`src/rtl/ps2_line_buffer.sv`:
```
// PS/2 set-2 keyboard line buffer: prefix decode, ASCII mapping, right-aligned line edit, command commit.
// Optional typematic repeat suppression is enabled by defining PS2_REPEAT_SUPPRESS_EN.
module ps2_line_buffer #(
    parameter int DEPTH  = 4,
    parameter int CHAR_W = 8,
    parameter int CNT_W  = 3
) (
    input  logic                    clk,
    input  logic                    reset,
    input  logic                    scan_valid,
    input  logic [7:0]              scan_code,
    input  logic                    cmd_ready,
    output logic                    cmd_valid,
    output logic [DEPTH*CHAR_W-1:0] cmd_data,
    output logic [CNT_W-1:0]        cmd_len,
    output logic [DEPTH*CHAR_W-1:0] line_data,
    output logic [CNT_W-1:0]        line_count,
    output logic                    overflow,
    output logic [7:0]              last_ascii
);

    localparam int LINE_W = DEPTH * CHAR_W;

    typedef enum logic [1:0] {
        IDLE    = 2'd0,
        BRK     = 2'd1,
        EXT     = 2'd2,
        EXT_BRK = 2'd3
    } state_t;

    typedef enum logic [1:0] {
        K_NONE  = 2'd0,
        K_CHAR  = 2'd1,
        K_BS    = 2'd2,
        K_ENTER = 2'd3
    } kind_t;

    function automatic logic [7:0] map_ascii(input logic [7:0] code);
        logic [7:0] a;
        case (code)
            8'h1C: a = 8'h41;  8'h32: a = 8'h42;  8'h21: a = 8'h43;  8'h23: a = 8'h44;
            8'h24: a = 8'h45;  8'h2B: a = 8'h46;  8'h34: a = 8'h47;  8'h33: a = 8'h48;
            8'h43: a = 8'h49;  8'h3B: a = 8'h4A;  8'h42: a = 8'h4B;  8'h4B: a = 8'h4C;
            8'h3A: a = 8'h4D;  8'h31: a = 8'h4E;  8'h44: a = 8'h4F;  8'h4D: a = 8'h50;
            8'h15: a = 8'h51;  8'h2D: a = 8'h52;  8'h1B: a = 8'h53;  8'h2C: a = 8'h54;
            8'h3C: a = 8'h55;  8'h2A: a = 8'h56;  8'h1D: a = 8'h57;  8'h22: a = 8'h58;
            8'h35: a = 8'h59;  8'h1A: a = 8'h5A;
            8'h45: a = 8'h30;  8'h16: a = 8'h31;  8'h1E: a = 8'h32;  8'h26: a = 8'h33;
            8'h25: a = 8'h34;  8'h2E: a = 8'h35;  8'h36: a = 8'h36;  8'h3D: a = 8'h37;
            8'h3E: a = 8'h38;  8'h46: a = 8'h39;
            8'h29: a = 8'h20;
            default: a = 8'h00;
        endcase
        return a;
    endfunction

    function automatic kind_t map_kind(input logic [7:0] code);
        kind_t k;
        case (code)
            8'h66:   k = K_BS;
            8'h5A:   k = K_ENTER;
            default: k = (map_ascii(code) != 8'h00) ? K_CHAR : K_NONE;
        endcase
        return k;
    endfunction

    state_t              state_r;
    logic [LINE_W-1:0]   line_r;
    logic [CNT_W-1:0]    count_r;
    logic                overflow_r;
    logic [7:0]          last_ascii_r;
    logic                cmd_valid_r;
    logic [LINE_W-1:0]   cmd_data_r;
    logic [CNT_W-1:0]    cmd_len_r;

    kind_t               kind_s;
    logic [7:0]          ascii_s;
    logic                make_s;
    logic                process_s;
    logic                slot_free_s;
    logic                commit_s;
    logic                char_s;
    logic                bs_s;

`ifdef PS2_REPEAT_SUPPRESS_EN
    logic [7:0]          last_make_r;
`endif

    // Classify the incoming byte and derive the single edit action for this cycle.
    always_comb begin
        kind_s      = map_kind(scan_code);
        ascii_s     = map_ascii(scan_code);
        slot_free_s = !cmd_valid_r || cmd_ready;
        if (scan_valid && (state_r == IDLE) && (scan_code != 8'hF0) && (scan_code != 8'hE0)) begin
            make_s = 1'b1;
        end else begin
            make_s = 1'b0;
        end
`ifdef PS2_REPEAT_SUPPRESS_EN
        if (make_s && (scan_code == last_make_r)) begin
            process_s = 1'b0;
        end else begin
            process_s = make_s;
        end
`else
        process_s = make_s;
`endif
        commit_s = process_s && (kind_s == K_ENTER) && (count_r != {CNT_W{1'b0}}) && slot_free_s;
        char_s   = process_s && (kind_s == K_CHAR);
        bs_s     = process_s && (kind_s == K_BS) && (count_r != {CNT_W{1'b0}});
    end

    // Prefix FSM, live edit buffer and output command slot.
    always_ff @(posedge clk) begin
        if (reset) begin
            state_r      <= IDLE;
            line_r       <= {LINE_W{1'b0}};
            count_r      <= {CNT_W{1'b0}};
            overflow_r   <= 1'b0;
            last_ascii_r <= 8'h00;
            cmd_valid_r  <= 1'b0;
            cmd_data_r   <= {LINE_W{1'b0}};
            cmd_len_r    <= {CNT_W{1'b0}};
        end else begin
            if (scan_valid) begin
                case (state_r)
                    IDLE: begin
                        if (scan_code == 8'hF0) begin
                            state_r <= BRK;
                        end else if (scan_code == 8'hE0) begin
                            state_r <= EXT;
                        end else begin
                            state_r <= IDLE;
                        end
                    end
                    BRK:     state_r <= IDLE;
                    EXT:     state_r <= (scan_code == 8'hF0) ? EXT_BRK : IDLE;
                    EXT_BRK: state_r <= IDLE;
                    default: state_r <= IDLE;
                endcase
            end else begin
                state_r <= state_r;
            end

            // A commit in the same cycle as an accept keeps the slot full with the new line.
            if (commit_s) begin
                cmd_valid_r <= 1'b1;
                cmd_data_r  <= line_r;
                cmd_len_r   <= count_r;
            end else if (cmd_valid_r && cmd_ready) begin
                cmd_valid_r <= 1'b0;
            end else begin
                cmd_valid_r <= cmd_valid_r;
            end

            if (commit_s) begin
                line_r     <= {LINE_W{1'b0}};
                count_r    <= {CNT_W{1'b0}};
                overflow_r <= 1'b0;
            end else if (char_s && (count_r < CNT_W'(DEPTH))) begin
                line_r       <= (line_r << CHAR_W) | LINE_W'(ascii_s);
                count_r      <= count_r + CNT_W'(1);
                last_ascii_r <= ascii_s;
            end else if (char_s) begin
                overflow_r <= 1'b1;
            end else if (bs_s) begin
                line_r  <= line_r >> CHAR_W;
                count_r <= count_r - CNT_W'(1);
            end else begin
                line_r <= line_r;
            end
        end
    end

`ifdef PS2_REPEAT_SUPPRESS_EN
    // Remember the last make code; its own break re-arms it.
    always_ff @(posedge clk) begin
        if (reset) begin
            last_make_r <= 8'h00;
        end else if (make_s) begin
            last_make_r <= scan_code;
        end else if (scan_valid && (state_r == BRK) && (scan_code == last_make_r)) begin
            last_make_r <= 8'h00;
        end else begin
            last_make_r <= last_make_r;
        end
    end
`endif

    assign cmd_valid  = cmd_valid_r;
    assign cmd_data   = cmd_data_r;
    assign cmd_len    = cmd_len_r;
    assign line_data  = line_r;
    assign line_count = count_r;
    assign overflow   = overflow_r;
    assign last_ascii = last_ascii_r;

endmodule

```
`config.mk`:
```
export PLATFORM = sky130hd
export DESIGN_NAME = ps2_line_buffer
export DESIGN_NICKNAME = d
export VERILOG_FILES = /design/src/rtl/ps2_line_buffer.sv
export SDC_FILE = /design/constraint.sdc
export NUM_CORES = 1
export LEC_CHECK = 0
export BUFFER_PORTS_ARGS = -buffer_cell sky130_fd_sc_hd__buf_2
export CAP_MARGIN = 5
export CORE_MARGIN = 5
export CORE_UTILIZATION = 54
export CTS_CLUSTER_SIZE = 20
export DETAILED_ROUTE_END_ITERATION = 7
export PLACE_DENSITY = 0.78
export SLEW_MARGIN = 20
export SYNTH_ARGS = -nofsm -noshare
export SYNTH_HDL_FRONTEND = slang
export SYNTH_SLANG_ARGS = --single-unit
```
`constraint.sdc`:
```
create_clock -name clk -period 4.9 [get_ports clk]
set_input_delay 0.98 -clock clk [delete_from_list [all_inputs] [get_ports clk]]
set_output_delay 0.98 -clock clk [all_outputs]
set_load 0.005 [all_outputs]
```
## After elaboration in Yosys (flattened, before gate mapping)

Memory sizes are Yosys's and may differ from the RTL's.
Cells that the tools add are included.

| word-level totals | value |
|---|---|
| memories | 2 |
| bits in latches | 0 |
| ROM bits | 1792 |
| bits in registers | 82 |
| RAM bits | 0 |
| output and inout port bits | 80 |
| word-level logic and storage cells | 71 |
| input bits | 12 |

| cells by class | value |
|---|---|
| div/mod/pow operators | 0 |
| bitwise gates (word level) | 3 |
| $lt $le $gt $ge | 1 |
| multipliers | 0 |
| equality and inequality tests | 13 |
| reduce and logical (&&, ||, !) cells | 24 |
| muxes and demuxes | 18 |
| shift operators | 0 |
| add/subtract/negate cells | 2 |

Memories:

| memory | words | width | rd ports | clocked after Yosys merged registers in | wr ports | RTL line | text |
|---|---|---|---|---|---|---|---|
| (no name shown) | 128 | 7 | 1 | 0 | 0 | 40 | `case (code)` |
| (no name shown) | 128 | 7 | 1 | 0 | 0 | 40 |  |

Operator list:

| operator | count |
|---|---|
| $mux W32 | 3 |
| $or A32 B8 Y32 | 1 |
| $mux W8 | 3 |
| $eq A8 B7 Y1 const B | 2 |
| $eq A8 B8 Y1 const B | 2 |
| $ne A8 B8 Y1 const B | 2 |
| $logic_and A1 B1 Y1 | 11 |
| $mux W3 | 3 |
| $eq A2 B2 Y1 const B | 4 |
| $reduce_bool A8 Y1 | 1 |
| $mux W2 | 3 |
| $pmux W2 S3 | 1 |
| $reduce_and A2 Y1 | 3 |
| $reduce_or A2 Y1 | 3 |
| $eq A2 B1 Y1 const B | 2 |
| $mux W1 | 4 |
| $pmux W2 S2 | 1 |
| $reduce_bool A2 Y1 | 2 |
| $add A3 B1 Y3 const B | 1 |
| $lt A3 B3 Y1 const B | 1 |
| $reduce_bool A3 Y1 | 1 |
| $sub A3 B1 Y3 const B | 1 |
| $logic_not A2 Y1 | 1 |
| $ne A2 B1 Y1 const B | 1 |
| 3 further kinds | 4 |

## Depth between registers and ports, before layout

Gate-level depths: netlist (run 1).

| logic depth | value |
|---|---|
| depth after elaboration | 12 |
| gate-level depth with buffers | 15 |
| mapped depth without buffers | 13 |

## Worst setup path before layout (run 1)

Ideal clock, no wire load.

| path | value |
|---|---|
| path type | input to register |
| start point | input port scan_code[1] |
| end point | register count_r[2], in the netlist line_count[2] |
| arrival | 3.781 ns |
| data required time | 4.809 ns |
| setup slack | 1.028 ns |
| library setup time | 0.091 ns |
| buffers on the path | 2 |
| cell stages on the path | 15 |
| cell sequence | buf_2 > inv_1 > ha_1 > nand2b_1 > a21boi_1 > a2111oi_2 > nor3b_1 > nor4_4 > a21o_4 > inv_2 > buf_2 > fa_1 > a211oi_1 > a211oi_1 > a311oi_1 |

| between the ends | value |
|---|---|
| word-level cells in the longest chain between the ends | 11 |
| elaborated cells on any way between the ends | 28 |
| classes of those cells | eq/ne (8); mux (6); reduce/logical (13); memory (1) |

RTL lines:

| element | RTL line | text |
|---|---|---|
| start, declared | 11 | `input logic [7:0] scan_code,` |
| $mem_v2 Z128 W7 | -- |  |
| $mux W8 | 40 |  |
| $mux W8 | 59 | `case (code)` |
| $reduce_bool A8 Y1 | 62 | `default: k = (map_ascii(code) != 8'h00) ? K_CHAR : K_NONE;` |
| $mux W1 | 62 |  |
| $pmux W2 S2 | 59 |  |
| $eq A2 B1 Y1 (tied with other cells) | 109 | `char_s = process_s && (kind_s == K_CHAR);` |
| $logic_and A1 B1 Y1, on equally long branches | 109, 108, 110 |  |
| $logic_and A1 B1 Y1, on equally long branches | 160, 108, 110 |  |
| $ne A2 B1 Y1 (no line) (tied with other cells) | -- |  |
| $reduce_and A2 Y1 (no line) / $reduce_or A2 Y1 (equally long branches) | -- |  |
| end signal, assigned | 158 | `count_r <= {CNT_W{1'b0}};` |
| end signal, assigned | 162 | `count_r <= count_r + CNT_W'(1);` |
| end signal, assigned | 168 | `count_r <= count_r - CNT_W'(1);` |
| end, declared | 69 | `logic [CNT_W-1:0] count_r;` |

Parallel ways exist; a longest one is shown, timed or not. The select of a mux whose other input is x is not followed.
A chain may end at the register's enable or synchronous reset.

## Worst setup path after layout (run 1)

Ends and elaborated chain as after synthesis.

==> impl_metrics.json, run 1 <==
{
  "synthMuxAreaShare": 0.0916,
  "tightest_slew_ns": 0.935,
  "synth_cells": 489,
  "antennaDiodeCount": 0,
  "pwr_density_cell_nw_per_um2": 328,
  "cp_num_cells": 14,
  "ys_seq_area_frac": 0.388,
  "path_clk_slew_ns": 0.09,
  "cp-endpoint": "line_count[2]",
  "syn_avg_cell_area_um2": 8.55,
  "critPathRequiredTime_ns": 5.16,
  "fin_nets": 575,
  "drv_slew": 0,
  "synth_edf_count": 0,
  "synth_compound_area_frac": 0.191,
  "drc": 0,
  "ctsHoldBuffers": 0,
  "fill_cells": 667,
  "die_x_um": 98.0,
  "wirelength_um": 11200,
  "ff2ff_path_depth": 8,
  "cap_violations": 0,
  "fin_area_um2": 4820,
  "pre_cts_slack_ns": 0.878,
  "finish.utilization": 0.631,
  "comb_power_share": 0.150,
  "grt_pass1_vias": 3686,
  "power_leakage_uw": 0.00227,
  "grt_pass1_wl_um": 18600,
  "core-area_um2": 7650,
  "rrSetupSlack_ns": 2.61,
  "cp-startpoint": "scan_code[1]",
  "synthToLayoutAreaGrowth_pct": 15.4,
  "p_int_uw": 1130,
  "min_path_type": "flip-flop to flip-flop",
  "dp_hpwl_um": 8030,
  "place_inst": 646,
  "grtUsageTotal": 0.233,
  "ys_warn_count": 0,
  "multi_input_area_um2": 2290,
  "dr.pass1.iters": 5,
  "syn_area_um2": 4180,
  "synth_ff_type": "dfxtp_1",
  "instances_no_fill": 662,
  "clock_latency_ns": 0.36,
  "drtIter0Drc": 178,
  "worstPathArrival_ns": 4.01,
  "ctsHtreeMaxLevel": 3,
  "antenna_found_initial": 0,
  "final_antenna_net_count": 0,
  "path_max_fanout": 13,
  "crit_family": "compound AO/OA/AOI/OAI gates",
  "power.share.clock": 0.392,
  "swShare": 0.286,
  "portBuffers": 90,
  "fin_crit_ns": 3.75,
  "cts_buffer_depth": 2,
  "setup_tns_ns": 0,
  "cts_resized": 0,
  "start_util": 0.547,
  "status": "completed",
  "synthAdderAreaFrac": 0.0257,
  "r2r_end": "line_data[6]",
  "place_congestion": 0.968,
  "rows": 32,
  "switchingPower_uw": 452,
  "cp_num_buf_inv": 3,
  "via_per_inst": 5.80,
  "vias": 3838,
  "drive_above_1_share": 0.255,
  "post-route-period-util": 0.766,
  "finalHoldViolCount": 0,
  "cts_tree": "yes",
  "io_pins": 92,
  "dpl_cell_area_um2": 4570,
  "wire_per_inst_um": 16.9,
  "ys_types": 61,
  "final.setup.worst_slack_ns": 1.15,
  "register_area_um2": 1620,
  "cp_slowest_stage_delay_ns": 0.41,
  "synth_xor_area_frac": 0,
  "synth_seq_cells": 81,
  "pwr-share-seq": 0.458,
  "cpMaxStageDelayCell": "fa_1",
  "final.setup_skew_ns": 0.0148,
  "grt_max_degree": 49,
  "synth_top_family_by_area": "simple AND/OR/NAND/NOR gates",
  "cp_cell_sequence": "buf_2 -> inv_1 -> ha_1 -> and2_1 -> o21ai_0 -> o22ai_1 -> a22o_1 -> nor4_4 -> a21o_4 -> inv_2 -> fa_1 -> a211oi_1 -> a211oi_1 -> a311oi_1",
  "r2r-start": "state_r[0]",
  "synthSimpleGateAreaFrac": 0.237,
  "async_flop_share": 0,
  "rsz0062_at_grt": "false",
  "syn_nets": 509,
  "start_kind": "input pin",
  "finalSetupViolCount": 0,
  "overflow": 0,
  "crit_top_cell": "a211oi_1",
  "fmax_ghz": 0.266,
  "endpoint_kind": "flip-flop",
  "die_area_um2": 9600,
  "path_class": "input pin to flip-flop",
  "cts_buffers": 9,
  "cts-root-buf": "clkbuf_8",
  "postCtsSetupBuffers": 0,
  "cts.sinks": 81,
  "ir_worst_vdd_mv": 0.219,
  "dieHeight_um": 98.0,
  "relSlewSlack": 0.376
}
==> flip-flops by register name, summed over array words and instances, names as in the netlist <==
register,cells
cmd_data,32
line_data,32
last_ascii,7
cmd_len,3
line_count,3
state_r,2
cmd_valid,1
overflow,1
==> area by class of cell <==
type	count	share of cell area
Timing Repair Buffer	96	0.103
Clock buffer	9	0.0257
Tap cell	102	0.0265
Multi-Input combinational cell	358	0.475
Inverter	9	0.00701
Sequential cell	81	0.336
Clock inverter	7	0.0270
==> layout by cell type (no fill, tap or decap), types with 4 or more instances in the layout <==
master,Yosys,layout
a21oi_1,38,38
o21ai_0,8,8
o221a_2,4,4
mux2i_1,36,36
buf_4,4,6
a311oi_2,13,13
nand2b_1,13,12
nor2b_1,8,8
nor3_1,13,13
a31oi_1,6,6
a22oi_1,4,4
dfxtp_1,81,81
nor3b_1,4,4
nor2_1,77,77
inv_1,7,7
ha_1,7,7
nand3_1,19,18
buf_2,14,90
clkbuf_8,0,9
nand2_1,52,52
and3_1,5,5
==> metrics by stage <==
| stage | power [µW] | hold slack [ns] |
|---|---|---|
| 2_1_floorplan | 904 | 0.453 |
| 3_3_place_gp | 973 | 0.454 |
| 3_5_place_dp | 974 | 0.458 |
| 4_1_cts | 1580 | 0.473 |
| 5_1_grt | 1650 | 0.482 |
| 6_report | 1580 | 0.476 |
==> synth_stat cells, types with 3 or more instances <==
cell type / count / area, µm²
clkbuf_1: 13 / 48.8
a211oi_1: 3 / 22.5
o22ai_1: 3 / 18.8
a22oi_1: 4 / 30.0
buf_2: 14 / 70.1
nor2b_1: 8 / 50.1
o21ai_0: 8 / 40.0
inv_1: 7 / 26.3
o221a_2: 4 / 45.0
buf_4: 4 / 30.0
and3_1: 5 / 31.3
buf_6: 6 / 67.6
nor2_1: 77 / 289
buf_1: 3 / 11.3
a311oi_2: 13 / 195
nand2_1: 52 / 195
nor3_1: 13 / 65.1
dfxtp_1: 81 / 1620
mux2i_1: 36 / 360
nand2b_1: 13 / 81.3
nor3b_1: 4 / 30.0
a21oi_1: 38 / 190
o21a_1: 3 / 22.5
ha_1: 7 / 87.6
a31oi_1: 6 / 37.5
nand3_1: 19 / 95.1
==> metal layers <==
metal | vias up | global-route usage | routed length [µm]
met3 | 23 | 0.0493 | 757
met5 | - | 0 | 0
met4 | 0 | 0.0628 | 206
met2 | 164 | 0.366 | 5140
met1 | 1804 | 0.325 | 5110
li1 | 1847 | - | -
==> how the worst min path moves through the flow <==
stage | startpoint | to | slack, ns | cells past startpoint
global placement | last_ascii[2] | last_ascii[2] | 0.45 | 2
global route | last_ascii[5] | last_ascii[5] | 0.48 | 2
CTS | last_ascii[5] | last_ascii[5] | 0.47 | 2
detailed placement | last_ascii[5] | last_ascii[5] | 0.46 | 2
finish | last_ascii[5] | last_ascii[5] | 0.48 | 2
floorplan | last_ascii[2] | last_ascii[2] | 0.45 | 2
==> power groups by stage <==
stage | logic (µW) | clock network (µW) | registers, µW
global placement | 235 | 0 | 738
floorplan | 174 | 0 | 731
global route | 262 | 660 | 729
finish | 237 | 620 | 725
CTS | 237 | 622 | 724
detailed placement | 236 | 0 | 738
==> worst reg2reg max path, delay by kind of cell (launching register included) <==
family                 cells  cell delay, ns
and+or+nand+nor            4            0.98
AOI/OAI and AO/OA          2            0.56
DFF                        1            0.34
buffers and inverters      2            0.32
==> cell families after synthesis <==
family | Yosys count
and+or+nand+nor | 210
buffers and inverters | 50
other | 1
DFF | 81
adders and majority gates | 8
AOI/OAI and AO/OA | 102
muxes | 37
Note: power is estimated with default switching activity, not from simulation.
==> run 2, diff against run 1 <==
==> constraint.sdc (replaced) <==
create_clock -name clk -period 3.8 [get_ports clk]
set_input_delay 0.76 -clock clk [delete_from_list [all_inputs] [get_ports clk]]
set_output_delay 0.76 -clock clk [all_outputs]
set_load 0.005 [all_outputs]
==> impl_metrics.json, run 2 (synthesis results as in run 1) <==
{
  "cp_cell_sequence": "buf_2 -> inv_1 -> ha_1 -> and2_1 -> o21ai_0 -> o22ai_1 -> a22o_1 -> nor4_4 -> a21o_4 -> inv_2 -> fa_1 -> a211oi_1 -> a211oi_1 -> a311oi_1",
  "cts_tree": "yes",
  "cts_buffer_depth": 2,
  "core-area_um2": 7650,
  "power_uw": 1980,
  "comb_power_share": 0.160,
  "drv_slew": 0,
  "switchingPower_uw": 583,
  "die_x_um": 98.0,
  "path_class": "input pin to flip-flop",
  "ir_worst_vdd_mv": 0.252,
  "portBuffers": 90,
  "cts-root-buf": "clkbuf_8",
  "dr.pass1.iters": 6,
  "overflow": 0,
  "tightest_slew_ns": 0.943,
  "clock_latency_ns": 0.36,
  "p_int_uw": 1390,
  "layout_common_cells": "buf_2 (90), dfxtp_1 (81), nor2_1 (77), nand2_1 (52), a21oi_1 (38)",
  "final.setup.worst_slack_ns": 0.377,
  "worstPathArrival_ns": 3.68,
  "grt_pass1_wl_um": 19400,
  "postCtsSetupBuffers": 0,
  "post-route-period-util": 0.901,
  "power.share.clock": 0.367,
  "crit_family": "compound AO/OA/AOI/OAI gates",
  "power_leakage_uw": 0.00230,
  "finalSetupViolCount": 0,
  "fmax_ghz": 0.292,
  "grt_max_degree": 49,
  "min_path_type": "flip-flop to flip-flop",
  "ctsHoldBuffers": 0,
  "swShare": 0.295,
  "ff2ff_path_depth": 8,
  "critPathRequiredTime_ns": 4.06,
  "rsz0062_at_grt": "false",
  "cpMaxStageDelayCell": "fa_1",
  "cts.sinks": 81,
  "endpoint_kind": "flip-flop",
  "holdPathStages": 2,
  "die_area_um2": 9600,
  "crit_top_cell": "a211oi_1",
  "hold_end": "last_ascii[2]",
  "start_kind": "input pin",
  "synthToLayoutAreaGrowth_pct": 16.2,
  "fill_cells": 662,
  "dieHeight_um": 98.0,
  "cp_slowest_stage_delay_ns": 0.41,
  "drc": 0,
  "hp-start": "last_ascii[2]",
  "path_clk_slew_ns": 0.09,
  "rows": 32,
  "cp_num_buf_inv": 3,
  "drtIter0Drc": 322,
  "fin_nets": 583,
  "cts_resized": 0,
  "cap_violations": 0,
  "rrSetupSlack_ns": 1.42,
  "dp_hpwl_um": 8430,
  "status": "completed",
  "pwr-share-seq": 0.473,
  "pre_cts_slack_ns": -0.00407,
  "r2r-start": "state_r[0]",
  "finish.utilization": 0.635,
  "grtUsageTotal": 0.243,
  "relSlewSlack": 0.372,
  "drive_above_1_share": 0.266,
  "mostFrequentLayoutCell": "buf_2",
  "grt_pass1_vias": 3799,
  "via_per_inst": 5.83,
  "finalHoldViolCount": 0,
  "path_max_fanout": 7,
  "vias": 3903,
  "final.setup_skew_ns": 0.0144,
  "antenna_found_initial": 0,
  "start_util": 0.547,
  "fin_crit_ns": 3.42,
  "wirelength_um": 11700,
  "r2r_end": "line_data[6]",
  "pwr_density_cell_nw_per_um2": 407,
  "ctsHtreeMaxLevel": 3,
  "wire_per_inst_um": 17.5,
  "cts_buffers": 9,
  "antennaDiodeCount": 0,
  "io_pins": 92,
  "place_congestion": 0.945,
  "final_antenna_net_count": 0
}
-- run 2: power by group through the flow --
stage | combinational (µW) | clock (µW) | sequential, µW
2_1_floorplan | 224 | 0 | 942
3_3_place_gp | 310 | 0 | 951
3_5_place_dp | 312 | 0 | 952
4_1_cts | 314 | 737 | 933
5_1_grt | 348 | 777 | 941
6_report | 316 | 726 | 936
-- run 2: worst max-delay path by stage --
stage                             from       endpoint  slack (ns)  depth (start not counted)
after CTS                 scan_code[0]  line_count[2]        0.35                         14
after global placement    scan_code[0]  line_count[2]        0.15                         14
after global routing      scan_code[0]  line_count[2]        0.07                         14
after floorplan           scan_code[1]  line_count[2]        0.15                         15
final                     scan_code[1]  line_count[2]        0.38                         14
after detailed placement  scan_code[0]  line_count[2]      -0.004                         14
-- run 2: area by class of cell --
class | instances | area [µm²] | area share
clock buffer | 9 | 124 | 0.0255
clock inverter | 7 | 106 | 0.0219
inverter | 9 | 33.8 | 0.00695
multi-input combinational | 358 | 2290 | 0.471
sequential | 81 | 1620 | 0.334
tap | 102 | 128 | 0.0263
timing repair buffer | 104 | 556 | 0.114
-- run 2: worst reg2reg max path, delay by kind of cell, from the launching register on --
family	cells	cell delay [ns]
AND/OR/NAND/NOR	4	1.03
AO/OA/AOI/OAI	2	0.57
flip-flops	1	0.35
buffers and inverters	2	0.33
-- run 2: stage by stage --
stage | hold slack (ns) | std cells | area, µm² | TNS (ns)
after global placement | 0.453 | 654 | 4630 | 0
final | 0.479 | 670 | 4860 | 0
after global routing | 0.488 | 670 | 4860 | 0
after CTS | 0.475 | 670 | 4860 | 0
after detailed placement | 0.462 | 654 | 4630 | -0.00407
after floorplan | 0.453 | 489 | 4180 | 0
-- run 2: per-layer routing --
| layer | wire (µm) | GRT usage | vias up |
|---|---|---|---|
| met5 | 0 | 0 | - |
| met3 | 849 | 0.0429 | 16 |
| met4 | 173 | 0.0703 | 0 |
| li1 | - | - | 1862 |
| met2 | 5440 | 0.388 | 171 |
| met1 | 5250 | 0.338 | 1854 |
